### src/rtl/sort_pkg.sv
// rtl/sort_pkg.sv - shared types and constants for the sort chain feeder
package sort_pkg;

    localparam int SORT_DATA_W = 8;
    localparam logic [SORT_DATA_W-1:0] SORT_SENTINEL = '1;

    typedef enum logic [2:0] {
        S_IDLE,
        S_CLEAR,
        S_LOAD,
        S_FLUSH,
        S_DONE
    } feeder_state_t;

endpackage

### src/rtl/sort_feeder.sv
// rtl/sort_feeder.sv - frame input stage for the SortCell chain: clear, load, sentinel flush
// Optional dropped-word counter output ovf_words enabled by SORT_FEEDER_OVF_CNT_EN.
module sort_feeder
    import sort_pkg::*;
#(
    parameter int DATA_W = SORT_DATA_W,
    parameter int DEPTH  = 8
) (
    input  logic                       clk,
    input  logic                       rst,
    input  logic                       in_valid,
    output logic                       in_ready,
    input  logic [DATA_W-1:0]          in_data,
    input  logic                       in_last,
    output logic                       cell_en,
    output logic [DATA_W-1:0]          cell_data,
    output logic                       cell_clear,
    output logic                       cell_flush,
`ifdef SORT_FEEDER_OVF_CNT_EN
    output logic [15:0]                ovf_words,
`endif
    output logic [$clog2(DEPTH+1)-1:0] frame_len,
    output logic                       frame_ovf,
    output logic                       frame_done
);

    localparam int LW = $clog2(DEPTH+1);
    localparam int FW = $clog2(DEPTH);
    localparam logic [LW-1:0]     DEPTH_L = LW'(DEPTH);
    localparam logic [FW-1:0]     FLUSH_LAST = FW'(DEPTH-1);
    localparam logic [DATA_W-1:0] SENT = {DATA_W{SORT_SENTINEL[0]}};

    feeder_state_t     state, state_d;
    logic [LW-1:0]     cnt, cnt_d, len_d;
    logic [FW-1:0]     fcnt, fcnt_d;
    logic              ovf, ovf_d, last_q, last_d, fovf_d;
    logic [DATA_W-1:0] word_q, word_d, data_d;
    logic              ready_d, en_d, clear_d, flush_d, done_d;
    logic              hs;

    assign hs = in_valid && in_ready;

    always_comb begin
        state_d = state;
        cnt_d   = cnt;
        fcnt_d  = fcnt;
        ovf_d   = ovf;
        last_d  = last_q;
        word_d  = word_q;
        data_d  = cell_data;
        en_d    = 1'b0;
        clear_d = 1'b0;
        flush_d = 1'b0;
        done_d  = 1'b0;
        len_d   = frame_len;
        fovf_d  = frame_ovf;
        case (state)
            S_IDLE: begin
                if (hs) begin
                    state_d = S_CLEAR;
                    word_d  = in_data;
                    last_d  = in_last;
                    cnt_d   = '0;
                    ovf_d   = 1'b0;
                    clear_d = 1'b1;
                end
            end
            S_CLEAR: begin
                // The word captured in IDLE goes out right after the clear pulse.
                en_d   = 1'b1;
                data_d = word_q;
                cnt_d  = LW'(1);
                if (last_q) begin
                    state_d = S_FLUSH;
                    fcnt_d  = FLUSH_LAST;
                end else begin
                    state_d = S_LOAD;
                end
            end
            S_LOAD: begin
                if (hs) begin
                    if (cnt < DEPTH_L) begin
                        en_d   = 1'b1;
                        data_d = in_data;
                        cnt_d  = cnt + LW'(1);
                    end else begin
                        ovf_d = 1'b1;
                    end
                    if (in_last) begin
                        state_d = S_FLUSH;
                        fcnt_d  = FLUSH_LAST;
                    end
                end
            end
            S_FLUSH: begin
                en_d    = 1'b1;
                flush_d = 1'b1;
                data_d  = SENT;
                if (fcnt == '0) begin
                    state_d = S_DONE;
                    done_d  = 1'b1;
                    len_d   = cnt;
                    fovf_d  = ovf;
                end else begin
                    fcnt_d = fcnt - FW'(1);
                end
            end
            S_DONE: state_d = S_IDLE;
            default: state_d = S_IDLE;
        endcase
        ready_d = (state_d == S_IDLE) || (state_d == S_LOAD);
    end

    always_ff @(posedge clk or posedge rst) begin
        if (rst) begin
            state      <= S_IDLE;
            cnt        <= '0;
            fcnt       <= '0;
            ovf        <= 1'b0;
            last_q     <= 1'b0;
            word_q     <= '0;
            in_ready   <= 1'b0;
            cell_en    <= 1'b0;
            cell_data  <= '0;
            cell_clear <= 1'b0;
            cell_flush <= 1'b0;
            frame_len  <= '0;
            frame_ovf  <= 1'b0;
            frame_done <= 1'b0;
        end else begin
            state      <= state_d;
            cnt        <= cnt_d;
            fcnt       <= fcnt_d;
            ovf        <= ovf_d;
            last_q     <= last_d;
            word_q     <= word_d;
            in_ready   <= ready_d;
            cell_en    <= en_d;
            cell_data  <= data_d;
            cell_clear <= clear_d;
            cell_flush <= flush_d;
            frame_len  <= len_d;
            frame_ovf  <= fovf_d;
            frame_done <= done_d;
        end
    end

`ifdef SORT_FEEDER_OVF_CNT_EN
    logic drop;
    assign drop = (state == S_LOAD) && hs && (cnt == DEPTH_L);

    always_ff @(posedge clk or posedge rst) begin
        if (rst) begin
            ovf_words <= '0;
        end else if (drop && (ovf_words != 16'hFFFF)) begin
            ovf_words <= ovf_words + 16'd1;
        end
    end
`endif

endmodule

### config.mk
export PLATFORM = sky130hd
export DESIGN_NAME = sort_feeder
export DESIGN_NICKNAME = d
export VERILOG_FILES = /design/src/rtl/sort_pkg.sv /design/src/rtl/sort_feeder.sv
export SDC_FILE = /design/constraint.sdc
export NUM_CORES = 1
export LEC_CHECK = 0
export ABC_CLOCK_PERIOD_IN_PS = 3100
export BUFFER_PORTS_ARGS = -buffer_cell sky130_fd_sc_hd__buf_2
export CORE_MARGIN = 2
export CORE_UTILIZATION = 30
export CTS_CLUSTER_SIZE = 25
export DETAILED_ROUTE_END_ITERATION = 8
export SLEW_MARGIN = 25
export SYNTH_ARGS = -nofsm -noshare
export SYNTH_HDL_FRONTEND = slang
export SYNTH_SLANG_ARGS = --single-unit
### constraint.sdc
create_clock -name clk -period 3.1 [get_ports clk]
set_input_delay 0 -clock clk [delete_from_list [all_inputs] [get_ports clk]]
set_output_delay 0 -clock clk [all_outputs]
set_load 0.02 [all_outputs]
==> run summary <==
Worst Tran Pin Value = 0.929 ns
number of nets in the layout = 209
number of buffers inserted by post-CTS setup repair = 0
die span in y = 81.8 µm
Mapped Cells = 153
number of CTS-inserted buffers = 5
I/O pin total = 30
wire length of the first global-routing pass = 5780 µm
weighted congestion at the end of routability-driven global placement = 0.796
DP Cell Count = 252
data arrival at the endpoint of the critical path = 2.16 ns
relative slew slack = 0.381
total standard cell area after synthesis = 1820 µm²
end of the worst register-to-register path = word_q[7]
post-layout instance area = 2190 µm²
TritonCTS sink count = 38
critical path endpoint category = register
clock tree buffer depth = 2
Lkg Pwr = 1.03 nW
TNS Setup = 0 ns
Chip Width = 81.8 µm
Worst Reg-to-Reg Cells = 3
most frequent cells in the layout = sky130_fd_sc_hd__dfrtp_1 (38), sky130_fd_sc_hd__buf_2 (29), sky130_fd_sc_hd__o21ai_0 (18)
distinct cell type count of the synthesized netlist = 34
Final WS setup = 1.12 ns
GR Overflow Total = 0
status = finished clean
WL/cell = 12.9 µm
number of warnings printed during yosys synthesis = 0
starting utilization of the core area = 0.308
final count of pins violating max slew = 0
unrepaired setup endpoints after global routing = false
Core Box Area = 5890 µm²
worst min-delay path category = input port to register
vias per cell = 4.54
via count of the first global-routing pass = 1,255
share of the cycle needed by the critical path after routing = 0.640
Crit Path Class = register to register
Setup Slack @ Placement = 1.12 ns
Placement Rows = 28
Placed Area = 2000 µm²
Hold Path Sink = ovf
layout-stage area growth over the synthesis result = 20.9%
maximum ir drop on the vdd rail = 0.000331 V
initial antenna violation count = 0
Post-route DRC = 0
max-cap violations = 0
CTS H-Tree Depth = 2
final antenna diode count = 0
Detailed Routing Iterations Pass 1 = 4
power density over the cells = 944 nW/µm²
clock root buffer = sky130_fd_sc_hd__clkbuf_8
startpoint of the worst register-to-register path = state[0]
count of input and output buffers = 29
Reg clk slew, reported paths = 0.07 ns
total wire length after detailed routing = 3480 µm
DRT iter0 DRCs = 46
Worst-Skew Late Latency = 0.29 ns
Die Area = 6690 µm²
share of final-layout standard cells stronger than drive strength 1 = 0.333
Worst Setup Start Kind = register
fraction of the yosys area taken by sequential cells = 0.524
mean instance size in the synthesized netlist = 11.9 µm²
Post-Layout Cell Count = 270
number of setup violations in the final report = 0
most common library cell in the layout ignoring fill and taps = sky130_fd_sc_hd__dfrtp_1
data required time of the critical path = 3.27 ns
vias after detailed routing = 1,227
maximum frequency from static timing analysis = 504 MHz
nets in the synthesized netlist = 168
instance count along the most critical hold path = 4
CTS tree = built
worst-path fanout max = 24
hold violation count in the final report = 0
maximum clock skew at final layout = 0.00535 ns
startpoint of the lowest-slack hold path = in_valid
number of flip-flops and latches in the synthesized netlist = 38
overall global routing resource usage = 0.115
maximum number of pins on one net before global-route repair = 39
placed wire-length estimate = 2380 µm
minimum clock period = 1.98 ns
reg-to-reg slack, setup = 1.12 ns
final antenna-violating net count = 0
## registers in the layout (all words and copies together) (netlist names)
| name | cells |
|---|---|
| frame_ovf | 1 |
| cell_flush | 1 |
| cell_clear | 1 |
| frame_done | 1 |
| last_q | 1 |
| in_ready | 1 |
| cell_data | 8 |
| ovf | 1 |
| cell_en | 1 |
| state | 3 |
| word_q | 8 |
| frame_len | 4 |
| fcnt | 3 |
| cnt | 4 |
## synthesized netlist by cell type (all sizes together)
master | number | area [µm²]
nor4b | 1 | 23.8
and4b | 1 | 10.0
buf | 7 | 66.3
and2b | 1 | 7.51
or4 | 1 | 7.51
or3 | 8 | 50.1
nor2b | 1 | 6.26
dfrtp | 38 | 951
a311oi | 1 | 8.76
o21ba | 1 | 10.0
nor3b | 2 | 15.0
nand3 | 2 | 22.5
nor4 | 1 | 21.3
mux2 | 17 | 221
nor2 | 8 | 45.0
mux2i | 1 | 10.0
a31oi | 4 | 25.0
and2 | 1 | 6.26
o21ai | 22 | 118
inv | 10 | 37.5
nor3 | 3 | 15.0
a21oi | 4 | 20.0
a21boi | 1 | 7.51
nand2b | 2 | 20.0
nand2 | 12 | 52.6
ha | 3 | 37.5
## how the worst max path moves through the flow
stage / startpoint / to / slack, ns / cells past startpoint
3_5_place_dp: state[0] / word_q[7] / 1.12 / 3
3_3_place_gp: state[0] / word_q[7] / 1.18 / 3
2_1_floorplan: fcnt[0] / fcnt[1] / 1.55 / 6
4_1_cts: state[0] / word_q[7] / 1.11 / 3
6_report: state[0] / word_q[7] / 1.12 / 3
5_1_grt: state[0] / word_q[7] / 1.04 / 3
## per-layer routing
| layer | global-route usage | share of wire | routed length [µm] |
|---|---|---|---|
| met4 | 0.0400 | 0.011 | 39 |
| met3 | 0.0363 | 0.052 | 180 |
| met2 | 0.180 | 0.44 | 1520 |
| met1 | 0.149 | 0.50 | 1740 |
| met5 | 0 | 0 | 0 |
## cell type report
type	count	area, µm²
inverter	10	37.5
sequential	38	951
tap	75	93.8
timing repair buffer	41	260
fill	615	3690
multi-input combinational	98	761
clock inverter	1	5.00
clock buffer	7	86.3
## kinds of logic (layout without fill, tap and decap cells)
kind of cell,after synthesis,in the layout,synth area share
and+or+nand+nor,44,44,0.167
muxes,18,18,0.128
AOI/OAI and AO/OA,33,33,0.104
buffers and inverters,17,59,0.0572
adders and majority gates,3,3,0.0207
DFF,38,38,0.524
## per-stage QoR
stage | util | hold WS (ns) | power [mW]
after CTS | 0.373 | 0.206 | 2.10
after floorplan | - | 0.148 | 1.53
after global routing | 0.373 | 0.255 | 2.25
final | 0.373 | 0.208 | 2.07
after global placement | 0.340 | 0.137 | 1.72
after detailed placement | 0.340 | 0.139 | 1.73
## where the power goes
group	leakage [nW]	total (mW)	internal [mW]	switching [mW]
combinational	0.530	0.811	0.373	0.438
sequential	0.454	0.910	0.713	0.196
clock	0.0482	0.350	0.179	0.170
## worst max-delay path, cell delays in order (launching register included)
cell and delay [ns]:
sky130_fd_sc_hd__dfrtp_1 0.73, sky130_fd_sc_hd__nor4_4 0.55, sky130_fd_sc_hd__buf_4 0.28, sky130_fd_sc_hd__mux2_4 0.32
## repair_timing
action / in CTS / in global routing
gates resized for setup: 0 / 0
hold buffers: 10 / 0
hold endpoints to repair: 47 / 0
(Power assumes the default switching activity.)
